## config.mk

```make
export PLATFORM = sky130hd
export DESIGN_NAME = alu_op_sequencer
export DESIGN_NICKNAME = d
export VERILOG_FILES = /design/src/rtl/alu_op_sequencer.sv
export SDC_FILE = /design/constraint.sdc
export NUM_CORES = 1
export LEC_CHECK = 0
export CAP_MARGIN = 5
export CORE_ASPECT_RATIO = 1.5
export CORE_MARGIN = 8
export CORE_UTILIZATION = 37
export CTS_CLUSTER_SIZE = 28
export DETAILED_ROUTE_END_ITERATION = 12
export SYNTH_ARGS = -nofsm -noshare
export SYNTH_HDL_FRONTEND = slang
export SYNTH_SLANG_ARGS = --single-unit
```

## constraint.sdc

```tcl
create_clock -name clk -period 5.4 [get_ports clk]
set_clock_uncertainty 0.05 [all_clocks]
set_input_delay 0.54 -clock clk [delete_from_list [all_inputs] [get_ports clk]]
set_output_delay 0.54 -clock clk [all_outputs]
set_load 0.01 [all_outputs]
```

## src/rtl/alu_op_sequencer.sv

```systemverilog
// ---------------------------------------------------------------------------
// alu_op_sequencer
//   Command-level controller in front of a WIDTH-bit ALU (negate, add,
//   subtract, AND, OR). Takes one command at a time and returns one result.
//   Single-pass ops take one EXEC cycle. MUL is an unsigned shift-and-add
//   loop over the adder with one iteration per multiplier bit (WIDTH cycles).
//
// Handshakes (valid/ready):
//   A transfer happens on a rising clk edge where valid and ready are both 1.
//   The producer holds valid and its payload stable until that edge. ready
//   may be driven independently of valid.
//   - cmd_*: cmd_ready is 1 only in IDLE while reset is low. cmd_valid is
//     ignored in every other state.
//   - res_*: res_valid is 1 only in DONE. res_data and the flags hold stable
//     until the transfer. res_ready is ignored outside DONE.
//
// Ports:
//   clk        clock; all state changes on the rising edge
//   reset      asynchronous, active-high reset
//   cmd_valid  command present
//   cmd_ready  sequencer can accept a command
//   cmd_op     opcode: 000 NEG_A, 001 NEG_B, 010 SUB, 011 ADD, 100 AND,
//              101 OR, 110 MUL (unsigned), 111 illegal
//   cmd_a      operand A (WIDTH bits)
//   cmd_b      operand B (WIDTH bits)
//   res_valid  result present
//   res_ready  consumer takes the result
//   res_data   result (2*WIDTH bits; ALU results are zero-extended)
//   res_carry  adder carry-out for ADD/SUB (SUB: 1 = no borrow), else 0
//   res_zero   res_data == 0
//   res_err    illegal opcode
//   dbgState   current FSM state (IDLE=0, EXEC=1, MUL=2, DONE=3)
// ---------------------------------------------------------------------------
module alu_op_sequencer #(
  parameter int WIDTH = 4
) (
  input  logic                 clk,
  input  logic                 reset,
  input  logic                 cmd_valid,
  output logic                 cmd_ready,
  input  logic [2:0]           cmd_op,
  input  logic [WIDTH-1:0]     cmd_a,
  input  logic [WIDTH-1:0]     cmd_b,
  output logic                 res_valid,
  input  logic                 res_ready,
  output logic [2*WIDTH-1:0]   res_data,
  output logic                 res_carry,
  output logic                 res_zero,
  output logic                 res_err,
  output logic [1:0]           dbgState
);

  localparam int CW = (WIDTH > 1) ? $clog2(WIDTH) : 1;
  localparam logic [WIDTH:0] ONE = (WIDTH+1)'(1);
  localparam logic [CW-1:0] LAST_ITER = CW'(WIDTH - 1);

  localparam logic [2:0] OP_NEG_A = 3'b000;
  localparam logic [2:0] OP_NEG_B = 3'b001;
  localparam logic [2:0] OP_SUB   = 3'b010;
  localparam logic [2:0] OP_ADD   = 3'b011;
  localparam logic [2:0] OP_AND   = 3'b100;
  localparam logic [2:0] OP_OR    = 3'b101;
  localparam logic [2:0] OP_MUL   = 3'b110;

  typedef enum logic [1:0] {
    IDLE = 2'd0,
    EXEC = 2'd1,
    MUL  = 2'd2,
    DONE = 2'd3
  } stateE;

  stateE              state;
  logic [2:0]         opReg;
  logic [WIDTH-1:0]   aReg;
  logic [WIDTH-1:0]   bReg;
  logic [2*WIDTH-1:0] acc;
  logic [CW-1:0]      iter;

  // Single-pass ALU on the captured operands. The adder is one bit wider
  // than the operands so its top bit is the carry-out.
  logic [WIDTH:0]   aluSum;
  logic [WIDTH-1:0] aluRes;
  logic             aluCarry;
  logic             aluErr;

  always_comb begin
    aluSum   = '0;
    aluRes   = '0;
    aluCarry = 1'b0;
    aluErr   = 1'b0;
    case (opReg)
      OP_NEG_A: begin
        aluSum = {1'b0, ~aReg} + ONE;
        aluRes = aluSum[WIDTH-1:0];
      end
      OP_NEG_B: begin
        aluSum = {1'b0, ~bReg} + ONE;
        aluRes = aluSum[WIDTH-1:0];
      end
      OP_SUB: begin
        // Two's-complement subtract: carry-out 1 means no borrow.
        aluSum   = {1'b0, aReg} + {1'b0, ~bReg} + ONE;
        aluRes   = aluSum[WIDTH-1:0];
        aluCarry = aluSum[WIDTH];
      end
      OP_ADD: begin
        aluSum   = {1'b0, aReg} + {1'b0, bReg};
        aluRes   = aluSum[WIDTH-1:0];
        aluCarry = aluSum[WIDTH];
      end
      OP_AND: aluRes = aReg & bReg;
      OP_OR:  aluRes = aReg | bReg;
      default: aluErr = 1'b1;  // 111 (MUL never reaches EXEC)
    endcase
  end

  // One shift-and-add step: add A shifted by the iteration index when the
  // matching multiplier bit is set.
  logic [2*WIDTH-1:0] mulAddend;
  logic [2*WIDTH-1:0] mulNext;

  always_comb begin
    mulAddend = '0;
    if (bReg[iter]) begin
      mulAddend = {{WIDTH{1'b0}}, aReg} << iter;
    end
    mulNext = acc + mulAddend;
  end

  assign cmd_ready = (state == IDLE) && !reset;
  assign dbgState  = state;

  always_ff @(posedge clk or posedge reset) begin
    if (reset) begin
      state     <= IDLE;
      opReg     <= '0;
      aReg      <= '0;
      bReg      <= '0;
      acc       <= '0;
      iter      <= '0;
      res_valid <= 1'b0;
      res_data  <= '0;
      res_carry <= 1'b0;
      res_zero  <= 1'b0;
      res_err   <= 1'b0;
    end else begin
      case (state)
        IDLE: begin
          if (cmd_valid && cmd_ready) begin
            opReg <= cmd_op;
            aReg  <= cmd_a;
            bReg  <= cmd_b;
            acc   <= '0;
            iter  <= '0;
            state <= (cmd_op == OP_MUL) ? MUL : EXEC;
          end
        end

        EXEC: begin
          res_data  <= {{WIDTH{1'b0}}, aluRes};
          res_carry <= aluCarry;
          res_err   <= aluErr;
          res_zero  <= (aluRes == '0);
          res_valid <= 1'b1;
          state     <= DONE;
        end

        MUL: begin
          acc <= mulNext;
          // Finish on the last bit instead of letting the counter wrap,
          // so exactly WIDTH iterations run regardless of operand values.
          if (iter == LAST_ITER) begin
            res_data  <= mulNext;
            res_carry <= 1'b0;
            res_err   <= 1'b0;
            res_zero  <= (mulNext == '0);
            res_valid <= 1'b1;
            state     <= DONE;
          end else begin
            iter <= iter + CW'(1);
          end
        end

        DONE: begin
          if (res_ready) begin
            res_valid <= 1'b0;
            state     <= IDLE;
          end
        end

        default: state <= IDLE;
      endcase
    end
  end

endmodule
```

* Word level (Yosys, flattened, before mapping)
Cells that the tools add are included.
Word-level totals: output and inout bits 15, logic and storage cells 81, flip-flop bits (word level) 35, input port bits 15
Cells by class: add/subtract/negate cells 7, reduce and logical (&&, ||, !) cells 17, order comparisons 1, equality and inequality tests 14, muxes and demuxes 26, shift-type cells 1, bitwise logic cells 4
Operators with widths (count):
- one-hot mux 8 bit (2 select lines) | 2
- 2-to-1 mux 8 bit | 3
- one-hot mux 4 bit (6 select lines) | 1
- 2-to-1 mux 2 bit | 6
- adder 4 x 4 -> 5 bit | 2
- == test 3 bit (second input constant) | 3
- AND reduction 3 bit | 3
- adder 4 x 1 -> 4 bit (second input constant) | 2
- adder 8 bit | 1
- logical NOT 8 bit | 1
- NOT 4 bit | 2
- one-hot mux 1 bit (2 select lines) | 4
- one-hot mux 2 bit (4 select lines) | 1
- left shift 4 x 2 -> 8 bit | 1
- == test 2 bit (second input constant) | 3
- == test 3 x 2 -> 1 bit (second input constant) | 2
- 2-to-1 mux 1 bit | 6
- != test 2 bit (second input constant) | 3
- AND reduction 2 bit | 3
- OR reduction 6 bit | 1
- adder 5 x 1 -> 5 bit (second input constant) | 1
- bitwise AND 4 bit | 1
- logical NOT 4 bit | 1
- bitwise OR 4 bit | 1
- other kinds (14) | 16

* Depth between registers and ports, before layout
Gate-level depths: netlist (run 1).
word-level depth 7, mapped depth 11, mapped depth without buffers 10

* Least setup slack after synthesis (run 1)
OpenSTA, ideal clock, no wires.
path type reg-to-reg, from register iter[0], to register res_zero, data arrival time 2.586 ns, cell stages (with the launch flop) 11, path buffers 1, path slack 2.653 ns, clock period less this slack 2.747 ns, cells stage by stage dfrtp_1 > clkbuf_1 > mux4_2 > and3_1 > ha_1 > o21ai_1 > nor2_1 > o31ai_1 > a21oi_1 > xor2_1 > o41ai_1
Between the ends: cells in the longest elaborated chain, start to end 7, elaborated cells between the ends (all ways) 11, those cells by class add/sub: 1; eq/ne: 2; shift: 1; mux: 5; reduce/logical: 2
Ends and longest elaborated chain:
- from (decl) | RTL line 77 | logic [CW-1:0] iter;
- from (signal assigned) | RTL line 180 | iter <= iter + CW'(1);
- binary-select mux 1 bit (select 2 bit) | RTL line 124 | if (bReg[iter]) begin
- 2-to-1 mux 1 bit (not written as such) | RTL line 124
- 2-to-1 mux 8 bit | RTL line 124
- adder 8 bit | RTL line 127 | mulNext = acc + mulAddend;
- logical NOT 8 bit | RTL line 176 | res_zero <= (mulNext == '0);
- 2-to-1 mux 1 bit | RTL line 172 | if (iter == LAST_ITER) begin
- one-hot mux 1 bit (2 select lines) | RTL line 147 | case (state)
- to (signal assigned) | RTL line 163 | res_zero <= (aluRes == '0);
- to (signal assigned) | RTL line 176
- to (decl) | RTL line 48 | output logic res_zero,
Parallel ways exist; a longest one is shown, timed or not. The select of a mux whose other input is x is not followed. A chain may end at the register's enable or synchronous reset.

* Final worst setup path (run 1)
Same ends and word-level chain as after synthesis.

==> reports/summary.json, run 1 <==
{
  "timing": {
    "final_period_minus_worst_setup_slack_ns": 3.03,
    "timing.final.setup_violations": 0,
    "achievable-frequency_mhz": 330,
    "grt_setup_unrepaired": "false",
    "finalHoldViolations": 0,
    "slew_viol_final": 0,
    "tightest_slew_ns": 0.667,
    "setup_slack_ns": 2.37,
    "whs_ns": 0.435,
    "slew_headroom_pct": 55.4,
    "finalSetupTns_ns": 0,
    "finalCritPeriodShare_pct": 56.2
  },
  "global_route": {
    "largest_net_degree_at_the_start_of_global_routing": 36,
    "gr-total-overflow": 0,
    "gr-usage-all-layers_pct": 12.8,
    "first_global_vias": 2224,
    "global_route_wire_length_before_repair_mm": 10.5,
    "antenna_found_initial": 0
  },
  "die": {
    "die_y_um": 118,
    "row_count": 37,
    "io-pin-count": 30,
    "dieWidth_um": 83.8,
    "floorplan.initialDensity_pct": 37.8,
    "core_area_sq_mm": 0.00676,
    "design.die.area_sq_mm": 0.00987
  },
  "power": {
    "power.static_leakage_nw": 1.36,
    "power.switching_uw": 906,
    "sequentialPowerShare_pct": 28.5,
    "cellInternalPower_mw": 1.00,
    "sw_frac_of_total_pct": 47.5,
    "comb_power_share_pct": 61.2,
    "ir_worst_vdd_v": 0.000255,
    "power_per_standard_cell_area_mw_per_mm2": 639,
    "clkPwrFrac_pct": 10.3
  },
  "final_layout": {
    "register_area_sq_um": 876,
    "layout-area-overhead-vs-synth_pct": 16.8,
    "fin_nets": 334,
    "fillCellCount": 679,
    "multi_input_area_sq_mm": 0.00155,
    "antennaDiodeCount": 0,
    "layout.core_utilization_pct": 44.1,
    "cell_count_final_fillers_out": 370,
    "drive_above_1_share_pct": 9.93
  },
  "route": {
    "route.vias.total": 2064,
    "average_wire_length_per_cell_after_detail_routing_um": 16.4,
    "route.met2.wl_mm": 3.25,
    "drt_pass1_iterations": 4,
    "drc": 0,
    "final_antenna_net_count": 0,
    "drt-met1-wl_mm": 2.42,
    "detailedRoute.firstIterationViolations": 35,
    "met3RoutedLength_um": 199,
    "postRouteWirelength_mm": 6.06,
    "routed_via_density": 5.58,
    "top_layer": "met4"
  },
  "logic_synthesis": {
    "synth-main-ff-cell": "dfrtp_1",
    "synth_seq_cells": 35,
    "synth-edff-count": 0,
    "yosys.area.top_type_share_pct": 34.3,
    "yosys.cell_count.top_type": "dfrtp_1",
    "synth_area_per_cell_sq_um": 9.63,
    "yosysWarnings": 0,
    "sequential_element_share_of_the_synthesized_area_pct": 34.3,
    "postSynthNetCount": 308,
    "yosys-top-cells-area": "dfrtp_1 34%, ha_1 12%, mux2_2 5.3%",
    "synthCells": 265,
    "yosysUniqueCellTypes": 51,
    "mappedNetlistArea_sq_mm": 0.00255,
    "synth.cells.most_frequent": "35 x dfrtp_1, 25 x ha_1, 23 x nand2_1",
    "synthArstFlopShare_pct": 100,
    "synthDominantAreaCellType": "dfrtp_1"
  },
  "worst_setup_path": {
    "crit_path_max_fanout": 16,
    "worstSetupStartpointType": "flip-flop",
    "path_delay_family": "compound AO/OA/AOI/OAI gates",
    "critPathSlowestCell": "dfrtp_1",
    "timing.setup.critical_path_class": "reg2reg",
    "cp.arrival_ns": 3.17,
    "timing.reg2reg.setup_slack_ns": 2.37,
    "worstPathCellList": "mux4_2 > and3_1 > ha_1 > o21ai_1 > nor2_1 > o31ai_1 > a21oi_1 > xor2_1 > o41ai_1",
    "critPathCaptureType": "flip-flop",
    "cpPeakStageDelay_ns": 0.66,
    "worstPathBufferInverterCount": 0,
    "rr_worst_depth": 9,
    "cp.required_ns": 5.54,
    "cp.depth": 9
  },
  "clock_tree": {
    "root_buffer": "clkbuf_8",
    "cts_buffers": 5,
    "ctsHtreeMaxLevel": 2,
    "resize_count_post_cts": 0,
    "clk_latency_ns": 0.29,
    "tritoncts_clock_tree": "done",
    "cts.path.max_buffers": 2,
    "path_clk_slew_ns": 0.08,
    "cts.hold.buffers_added": 0,
    "postCtsSetupRepairBufs": 0,
    "cts_num_sinks": 35
  },
  "run_status": {
    "run_status": "completed"
  },
  "place": {
    "placedCellCount": 362,
    "port_buffers": 29,
    "globalplace.congestion": 0.821,
    "hpwl_mm": 4.67,
    "dpl_worst_slack_ns": 2.33
  },
  "worst_hold_path": {
    "worst_hold_path.num_cells": 2,
    "hold_path_class": "reg2reg"
  },
  "flow_run": {
    "maxCapViolations": 0
  }
}
[power by group through the flow]
| stage | Sequential, mW | Combinational, mW | Clock [mW] |
|---|---|---|---|
| after CTS | 0.542 | 1.18 | 0.203 |
| after global placement | 0.545 | 1.16 | 0 |
| after detailed placement | 0.549 | 1.17 | 0 |
| after floorplan | 0.475 | 0.902 | 0 |
| final | 0.543 | 1.17 | 0.197 |
| after global routing | 0.566 | 1.32 | 0.211 |
[sequential cells by signal, indices dropped and copies added, names as in the netlist]
signal and cells:
dbgState 2, res_err 1, acc 8, iter 2, res_carry 1, res_data 8, opReg 3, res_zero 1
aReg 4, bReg 4, res_valid 1
[path summary, 6_finish.rpt]
| check | end | startpoint |
|---|---|---|
| max | res_zero$_DFFE_PP0P_ | iter[0]$_DFFE_PP0P_ |
| min | res_data[2]$_DFFE_PP0P_ | res_data[2]$_DFFE_PP0P_ |
| min reg2reg | res_data[2]$_DFFE_PP0P_ | res_data[2]$_DFFE_PP0P_ |
| max reg2reg | res_zero$_DFFE_PP0P_ | iter[0]$_DFFE_PP0P_ |
| min in group asynchronous | res_data[1]$_DFFE_PP0P_ | reset |
| max in group asynchronous | bReg[3]$_DFFE_PP0P_ | reset |
[worst min-delay path: cells and delay by family (launching register included)]
family | cells | cell delay (ns)
DFF | 1 | 0.35
AOI/OAI and AO/OA | 1 | 0.06
and+or+nand+nor | 1 | 0.04
[layout make-up]
cell class	instances	area share [%]
Clock inverter	3	0.671
Clock buffer	5	2.31
Timing Repair Buffer	30	9.99
Multi-Input combinational cell	199	51.9
Inverter	20	2.52
Sequential cell	35	29.4
Tap cell	78	3.27
[per-layer routing]
metal  GRT usage, %  vias to the layer above
met5              0                        -
met4           5.97                        0
met3           2.56                       14
met2           23.5                       43
met1           13.5                      995
li1               -                     1012
[stage by stage]
step           total power [mW]  area (sq um)
3_5_place_dp               1.72          2890
3_3_place_gp               1.70          2890
2_1_floorplan              1.38          2550
4_1_cts                    1.93          2980
5_1_grt                    2.10          2980
6_report                   1.91          2980
[kinds of logic (layout without fill, tap and decap cells)]
family | Yosys count | after routing | share of synthesized area, %
AO/OA/AOI/OAI | 75 | 75 | 19.9
AND/OR/NAND/NOR | 67 | 67 | 13.5
flip-flops | 35 | 35 | 34.3
buffers and inverters | 31 | 58 | 5.10
adder cells (fa/ha/maj) | 28 | 28 | 14.6
multiplexers | 21 | 21 | 9.80
XOR/XNOR | 8 | 8 | 2.75
[cell usage in the layout, fill, tap and decap left out, drive strengths merged, types with 7 or more instances in the layout]
| cell | Yosys | routed |
|---|---|---|
| mux2i | 7 | 7 |
| dfrtp | 35 | 35 |
| a22o | 11 | 11 |
| a21oi | 16 | 16 |
| inv | 20 | 20 |
| o21ai | 18 | 18 |
| nor2 | 13 | 13 |
| ha | 25 | 25 |
| clkdlybuf4s50 | 0 | 29 |
| nand2 | 23 | 23 |
| mux2 | 12 | 12 |
(Power assumes the default switching activity.)
==> run 2, diff against run 1 <==
- clock period: 5.4 -> 2.65 ns (I/O delays scaled with it)
==> run 2 against run 1 <==
Compared with the run above: clock power up 100%; sequential share of layout area down 3.0 points; first-iteration DRC count up 130%; final cell count up 7.0%; combinational power rose to 2.7 times the previous value; final area up 12%; power up 140%; routed wire length up 9.8%; setup slack worse by 2.3 ns; highest routed layer unchanged.
==> reports/summary.json, run 2 (same netlist as run 1, synthesis figures left out) <==
{
  "run_status": {
    "run_status": "completed"
  },
  "worst_setup_path": {
    "critPathCaptureType": "flip-flop",
    "critical_path.startpoint": "iter[0]$_DFFE_PP0P_",
    "worstPathBufferInverterCount": 1,
    "r2r-end": "res_data[7]$_DFFE_PP0P_",
    "path_delay_family": "compound AO/OA/AOI/OAI gates",
    "startpoint_of_the_worst_slack_reg_to_reg_timing_path": "iter[0]$_DFFE_PP0P_",
    "cp-endpoint": "res_data[7]$_DFFE_PP0P_",
    "rr_worst_depth": 10,
    "cp.required_ns": 2.79,
    "timing.reg2reg.setup_slack_ns": 0.08,
    "critPathSlowestCell": "mux4_2",
    "cp.arrival_ns": 2.71,
    "cp.depth": 10,
    "worstSetupStartpointType": "flip-flop",
    "cpPeakStageDelay_ns": 0.53,
    "timing.setup.critical_path_class": "reg2reg",
    "crit_path_max_fanout": 4,
    "worstPathCellList": "mux4_2 > and3_4 > ha_4 > o21ai_1 > nor2_2 > o31ai_4 > a21oi_2 > xor2_2 > buf_4 > a22o_1"
  },
  "die": {
    "core_area_sq_mm": 0.00676,
    "row_count": 37,
    "design.die.area_sq_mm": 0.00987,
    "dieWidth_um": 83.8,
    "floorplan.initialDensity_pct": 37.8,
    "io-pin-count": 30,
    "die_y_um": 118
  },
  "timing": {
    "achievable-frequency_mhz": 390,
    "slew_headroom_pct": 63.2,
    "grt_setup_unrepaired": "true",
    "timing.final.setup_violations": 0,
    "tightest_slew_ns": 0.552,
    "slew_viol_final": 0,
    "finalCritPeriodShare_pct": 96.8,
    "final_period_minus_worst_setup_slack_ns": 2.57,
    "finalHoldViolations": 0
  },
  "clock_tree": {
    "path_clk_slew_ns": 0.08,
    "root_buffer": "clkbuf_8",
    "cts_num_sinks": 35,
    "cts.hold.buffers_added": 0,
    "ctsHtreeMaxLevel": 2,
    "cts.path.max_buffers": 2,
    "clk_latency_ns": 0.30,
    "tritoncts_clock_tree": "done",
    "cts_buffers": 5
  },
  "final_layout": {
    "reg.largest.list": "acc x8, res_data x8",
    "antennaDiodeCount": 0,
    "layout.core_utilization_pct": 49.4,
    "final_common_cell": "dfrtp_1",
    "layout-area-overhead-vs-synth_pct": 30.7,
    "most_frequent_cells_in_the_layout": "31 x dfrtp_1, 29 x clkdlybuf4s50_1, 24 x buf_4, 22 x nand2_1, 22 x ha_1",
    "fillCellCount": 631,
    "drive_above_1_share_pct": 24.5,
    "fin_nets": 360,
    "design_area_sq_mm": 0.00334
  },
  "flow_run": {
    "maxCapViolations": 0
  },
  "route": {
    "routed_via_density": 5.48,
    "postRouteWirelength_mm": 6.65,
    "detailedRoute.firstIterationViolations": 82,
    "final_antenna_net_count": 0,
    "drc": 0,
    "drt_pass1_iterations": 4,
    "average_wire_length_per_cell_after_detail_routing_um": 16.8,
    "route.vias.total": 2172
  },
  "global_route": {
    "antenna_found_initial": 0,
    "gr-total-overflow": 0,
    "global_route_wire_length_before_repair_mm": 11.1,
    "first_global_vias": 2355,
    "largest_net_degree_at_the_start_of_global_routing": 36,
    "gr-usage-all-layers_pct": 13.5
  },
  "power": {
    "comb_power_share_pct": 70.5,
    "power.switching_mw": 2.07,
    "clkPwrFrac_pct": 8.8,
    "sw_frac_of_total_pct": 45.9,
    "power_per_standard_cell_area_mw_per_mm2": 1350,
    "power.static_leakage_nw": 1.49,
    "cellInternalPower_mw": 2.44,
    "sequentialPowerShare_pct": 20.8,
    "ir_worst_vdd_v": 0.000606
  },
  "worst_hold_path": {
    "hold_path_class": "in2async"
  },
  "place": {
    "port_buffers": 29,
    "globalplace.congestion": 0.904,
    "hpwl_mm": 5.13,
    "dpl_cell_area_sq_mm": 0.00307
  }
}
==> run 2: worst reg2reg max path: cells and delay by family, from the launching register on <==
family	cells	cell delay [ns]
compound gates	4	0.68
mux	1	0.53
flops	1	0.41
simple gates	2	0.26
fa+ha+maj	1	0.22
xor+xnor	1	0.19
buf+inv	1	0.14
==> run 2: repair_timing <==
item,in CTS,in global routing
pin swaps,1,8
setup endpoints to repair,2,5
hold endpoints to repair,0,0
gates cloned,0,0
buffers inserted,0,2
gates resized for setup,8,22
==> run 2: layout make-up <==
class	count	area [sq um]	area share (%)
Clock buffer	6	72.6	2.18
Inverter	20	75.1	2.25
Timing Repair Buffer	56	504	15.1
Clock inverter	2	12.5	0.375
Sequential cell	35	881	26.4
Tap cell	78	97.6	2.93
Multi-Input combinational cell	199	1690	50.8
==> run 2: metal layers <==
layer / up-vias / track usage (%) / wire, um
li1: 1055 / - / -
met1: 1061 / 14.5 / 2690
met2: 40 / 25.2 / 3650
met3: 16 / 1.94 / 138
met4: 0 / 5.53 / 170
met5: - / 0 / 0
==> run 2: per-stage QoR <==
stage / worst slack [ns] / setup TNS (ns) / instances / total power [mW] / hold slack, ns
finish: 0.0838 / 0 / 396 / 4.50 / 0.351
CTS: 0.0254 / 0 / 394 / 4.27 / 0.384
detailed placement: -0.129 / -0.199 / 386 / 3.82 / 0.416
floorplan: 0.00286 / 0 / 265 / 2.81 / 0.366
global route: -0.0542 / -0.109 / 396 / 4.86 / 0.438
global placement: -0.00358 / -0.00358 / 386 / 3.76 / 0.402
==> run 2: worst min-delay path by stage <==
stage,from,end,slack [ns],cells past startpoint
finish,reset,res_data[1]$_DFFE_PP0P_,0.35,3
global route,reset,dbgState[0]$_DFFE_PP0P_,0.44,3
CTS,reset,res_data[1]$_DFFE_PP0P_,0.38,3
detailed placement,res_err$_DFFE_PP0P_,res_err$_DFFE_PP0P_,0.42,2
global placement,res_err$_DFFE_PP0P_,res_err$_DFFE_PP0P_,0.40,2
floorplan,reset,aReg[0]$_DFFE_PP0P_,0.37,1
==> run 2: power by group through the flow <==
stage               Combinational, mW  Clock (mW)  Sequential (mW)
global route                     3.48       0.420            0.964
floorplan                        1.84           0            0.970
CTS                              2.94       0.403            0.924
global placement                 2.83           0            0.929
finish                           3.17       0.395            0.935
detailed placement               2.88           0            0.933
==> patch 1 (settings of run 1) <==
Reset style: synchronous (`reset`), changed in one clocked block. Comments in the files are not updated.
--- a/src/rtl/alu_op_sequencer.sv
+++ b/src/rtl/alu_op_sequencer.sv
@@ -130,7 +130,7 @@
   assign cmd_ready = (state == IDLE) && !reset;
   assign dbgState  = state;
 
-  always_ff @(posedge clk or posedge reset) begin
+  always_ff @(posedge clk) begin
     if (reset) begin
       state     <= IDLE;
       opReg     <= '0;
Check against the original RTL: differs if reset is asserted again (counterexample within 4 cycles, from zero or initial values and one cycle with reset high); with reset held inactive, the same outputs for 10 cycles.
==> patch 1 against run 1 <==
Final cell count is 11% higher. Worst setup slack lost 0.29 ns. Routed wire length up 15%. Area after synthesis shrank 0.78%. Critical path type unchanged. Global-route usage up 1.4 points. Design area is 1.5% lower. Die area decreased by 0.65%. Sequential cell count stayed put.
Power is not compared: it rests on default switching activity, and its combinational part moved more than twofold at a synthesized area within 25%.
==> patch 1: results (changes against run 1) <==
The routed length per placed instance came out at 16.9 um (was 16.4 um). The total routing usage reported by global routing came out at 0.142 (was 0.128). The global placer's final weighted congestion was 0.916 (was 0.821).

The endpoint of the worst hold path is res_data[1]$_SDFFE_PP0P_ (was res_data[2]$_DFFE_PP0P_). The final instance count without filler cells came out at 412 (was 370). The maximum number of pins on one net before global-route repair was 25 (was 36). The area used by multi-input combinational logic is 1690 um2 (was 1550 um2). The final cell utilization of the core came to 0.435 (was 0.441). Top area cells in the synthesized netlist: sky130_fd_sc_hd__dfxtp_1 (28%), sky130_fd_sc_hd__ha_1 (12%), sky130_fd_sc_hd__nand2_1 (5.5%) (was sky130_fd_sc_hd__dfrtp_1 (34%), sky130_fd_sc_hd__ha_1 (12%), sky130_fd_sc_hd__mux2_2 (5.3%)).

The final worst hold slack is 0.410 ns (was 0.435 ns). The fraction of final layout cells sized beyond drive strength 1 was 0.0539 (was 0.0993). The beginning of the worst hold path was res_data[1]$_SDFFE_PP0P_ (was res_data[2]$_DFFE_PP0P_). The net count of the mapped netlist came out at 359 (was 308). The total of fill cells in the finished design came out at 713 (was 679). The cell depth of the worst flop-to-flop path came to 8 (was 9). The fraction of area in clock buffers and inverters came out at 0.0302 (was 0.0298). Post-synth top cells: sky130_fd_sc_hd__nand2_1 (37), sky130_fd_sc_hd__dfxtp_1 (35), sky130_fd_sc_hd__a21oi_1 (27) (was sky130_fd_sc_hd__dfrtp_1 (35), sky130_fd_sc_hd__ha_1 (25), sky130_fd_sc_hd__nand2_1 (23)). The final HPWL from detailed placement was 5.38 mm (was 4.67 mm).

The placed instance count is 404 (was 362). The number of non-clock inverters in the layout came out at 16 (was 20). The area of the mapped netlist is 2530 um2 (was 2550 um2). The violation count after the first detailed-route iteration was 94 (was 35). Outcome: completed (unchanged). The maximum fanout along the worst path came to 17 (was 16).

The delay of the slowest cell on the worst path is 0.64 ns (was 0.66 ns). The ratio of routed vias to standard cells is 5.71 (was 5.58). The worst reg-to-reg setup slack came out at 2.08 ns (was 2.37 ns). The worst reg2reg path startpoint is iter[0]$_SDFFE_PP0P_ (was iter[0]$_DFFE_PP0P_). The via count of the first global-routing pass came out at 2435 (was 2224).
patch 1: worst min-delay path: stages, from the launching register on:
cell and delay (ns):
sky130_fd_sc_hd__dfxtp_1 0.32, sky130_fd_sc_hd__nand2_1 0.05, sky130_fd_sc_hd__a21oi_1 0.05
patch 1: cells by family (layout without fill, tap and decap cells):
kind of cell	after synthesis	count (layout)	share of synthesized area
XOR/XNOR	9	9	0.0311
AND/OR/NAND/NOR	104	104	0.205
multiplexers	5	5	0.0252
buffers and inverters	37	55	0.0578
AO/OA/AOI/OAI	98	98	0.257
flip-flops	35	35	0.277
adder cells (fa/ha/maj)	28	28	0.147
patch 1: worst max path at each step:
stage	slack, ns	cells after the start	to
2_1_floorplan	2.34	10	res_zero$_SDFFE_PP0P_
3_3_place_gp	2.14	8	res_zero$_SDFFE_PP0P_
3_5_place_dp	2.10	8	res_zero$_SDFFE_PP0P_
4_1_cts	2.07	8	res_zero$_SDFFE_PP0P_
5_1_grt	1.85	8	res_zero$_SDFFE_PP0P_
6_report	2.08	8	res_zero$_SDFFE_PP0P_
patch 1: power by group through the flow:
stage / Sequential [mW] / Clock [mW] / Combinational, mW
after floorplan: 0.350 / 0 / 0.372
after global placement: 0.382 / 0 / 0.500
after detailed placement: 0.383 / 0 / 0.504
after CTS: 0.377 / 0.200 / 0.507
after global routing: 0.386 / 0.210 / 0.569
final: 0.376 / 0.196 / 0.506
patch 1: per-layer routing:
| metal | wire length (um) | share of wire | global-route usage |
|---|---|---|---|
| met1 | 2810 | 0.40 | 0.147 |
| met2 | 3720 | 0.53 | 0.267 |
| met3 | 152 | 0.022 | 0.0229 |
| met4 | 269 | 0.039 | 0.0683 |
| met5 | 0 | 0 | 0 |
==> patch 2 (flow settings as in run 1) <==
Made on the original files. Set the parameter `WIDTH` to 8 (it was 4).
--- a/src/rtl/alu_op_sequencer.sv
+++ b/src/rtl/alu_op_sequencer.sv
@@ -32,7 +32,7 @@
 //   dbgState   current FSM state (IDLE=0, EXEC=1, MUL=2, DONE=3)
 // ---------------------------------------------------------------------------
 module alu_op_sequencer #(
-  parameter int WIDTH = 4
+  parameter int WIDTH = 8
 ) (
   input  logic                 clk,
   input  logic                 reset,
Interface: changed (resized cmd_a, cmd_b and res_data); port bits go from 30 to 46. The function was not compared with the original's and may differ.
==> patch 2 against run 1 <==
Design area increased by 93%. Worst setup slack got worse by 1.6 ns. Power is 110% higher. Critical path depth grew 4. Sequential power grew 69%. Routed wire length grew 140%. Combinational power is 110% higher. Area after synthesis grew 93%. Sequential cell count grew 25.
==> patch 2: results (changes against run 1) <==
The cell depth of the worst flop-to-flop path came out at 13 (was 9). The placed instance count came out at 749 (was 362). The net count of the mapped netlist was 640 (was 308).

The clock edge transition at the registers on the reported setup and hold paths was 0.06 ns (was 0.08 ns). The clock insertion delay at the later pin of the skew report was 0.34 ns (was 0.29 ns). The total power per unit cell area is 684 nW/um2 (was 639 nW/um2). The number of distinct library cells after synthesis came out at 63 (was 51). The number of CTS-inserted buffers is 9 (was 5). The maximum number of pins on one net before global-route repair came out at 61 (was 36). The global placer's final weighted congestion is 0.914 (was 0.821). The beginning of the worst hold path is res_data[13]$_DFFE_PP0P_ (was res_data[2]$_DFFE_PP0P_). The total routing usage reported by global routing is 0.171 (was 0.128).

The deepest level of the CTS H-tree came out at 3 (was 2). The count of buffers inserted at the top-level ports came out at 45 (was 29). The total routed wire length on the met1 layer is 5.34 mm (was 2.42 mm).

The actual slew at the worst max-slew pin is 1.09 ns (was 0.667 ns). The final worst hold slack came out at 0.438 ns (was 0.435 ns). The met1 layer usage reported by global route came out at 0.174 (was 0.135).

Post-synth top cells: sky130_fd_sc_hd__dfrtp_1 (60), sky130_fd_sc_hd__nor2_1 (55), sky130_fd_sc_hd__ha_1 (46) (was sky130_fd_sc_hd__dfrtp_1 (35), sky130_fd_sc_hd__ha_1 (25), sky130_fd_sc_hd__nand2_1 (23)). The clock root buffer master is sky130_fd_sc_hd__clkbuf_16 (was sky130_fd_sc_hd__clkbuf_8). The fraction of final layout cells sized beyond drive strength 1 was 0.0563 (was 0.0993). Outcome: completed (unchanged). The fraction of met2 tracks used by global routing is 0.312 (was 0.235). The delay of the slowest cell on the worst path was 0.80 ns (was 0.66 ns). The routed length per placed instance came out at 18.7 um (was 16.4 um).

The overall via count from detail_route came to 4394 (was 2064). The standby leakage power is 2.61 nW (was 1.36 nW). The maximum fanout along the worst path is 24 (was 16).

Top area cells in the synthesized netlist: sky130_fd_sc_hd__dfrtp_1 (30%), sky130_fd_sc_hd__ha_1 (12%), sky130_fd_sc_hd__nor2_1 (4.2%) (was sky130_fd_sc_hd__dfrtp_1 (34%), sky130_fd_sc_hd__ha_1 (12%), sky130_fd_sc_hd__mux2_2 (5.3%)). The synthesized area per cell is 8.67 um2 (was 9.63 um2). The sequential fraction of the synthesis area came out at 0.305 (was 0.343). The final HPWL from detailed placement came out at 11.0 mm (was 4.67 mm).

The net total in the final layout came out at 673 (was 334). The endpoint of the worst hold path is res_data[13]$_DFFE_PP0P_ (was res_data[2]$_DFFE_PP0P_).
[patch 2: cell families after synthesis]
family | after synthesis | share of synthesized area
AOI/OAI and AO/OA | 173 | 0.235
xor gates and xnor gates | 23 | 0.0409
adders and majority gates | 49 | 0.129
buffers and inverters | 62 | 0.0473
DFF | 60 | 0.305
muxes | 37 | 0.0856
and+or+nand+nor | 164 | 0.157
[patch 2: stage by stage]
stage	utilization	area (um2)	worst slack, ns
finish	0.443	5760	0.805
global route	0.443	5760	0.554
CTS	0.443	5760	0.840
detailed placement	0.423	5500	0.843
global placement	0.423	5500	0.984
floorplan	-	4920	1.41
[patch 2: final cells by class]
cell class,instances,area [um2]
Tap cell,159,199
Clock inverter,4,28.8
Sequential cell,60,1500
Timing Repair Buffer,49,480
Inverter,35,131
Multi-Input combinational cell,446,3190
Clock buffer,10,229
Fill cell,1311,7260
[patch 2: report_power, final]
group          switching [mW]  internal [mW]
Clock                   0.211          0.305
Sequential              0.298          0.618
Combinational            1.47           1.04
Total                    1.98           1.96
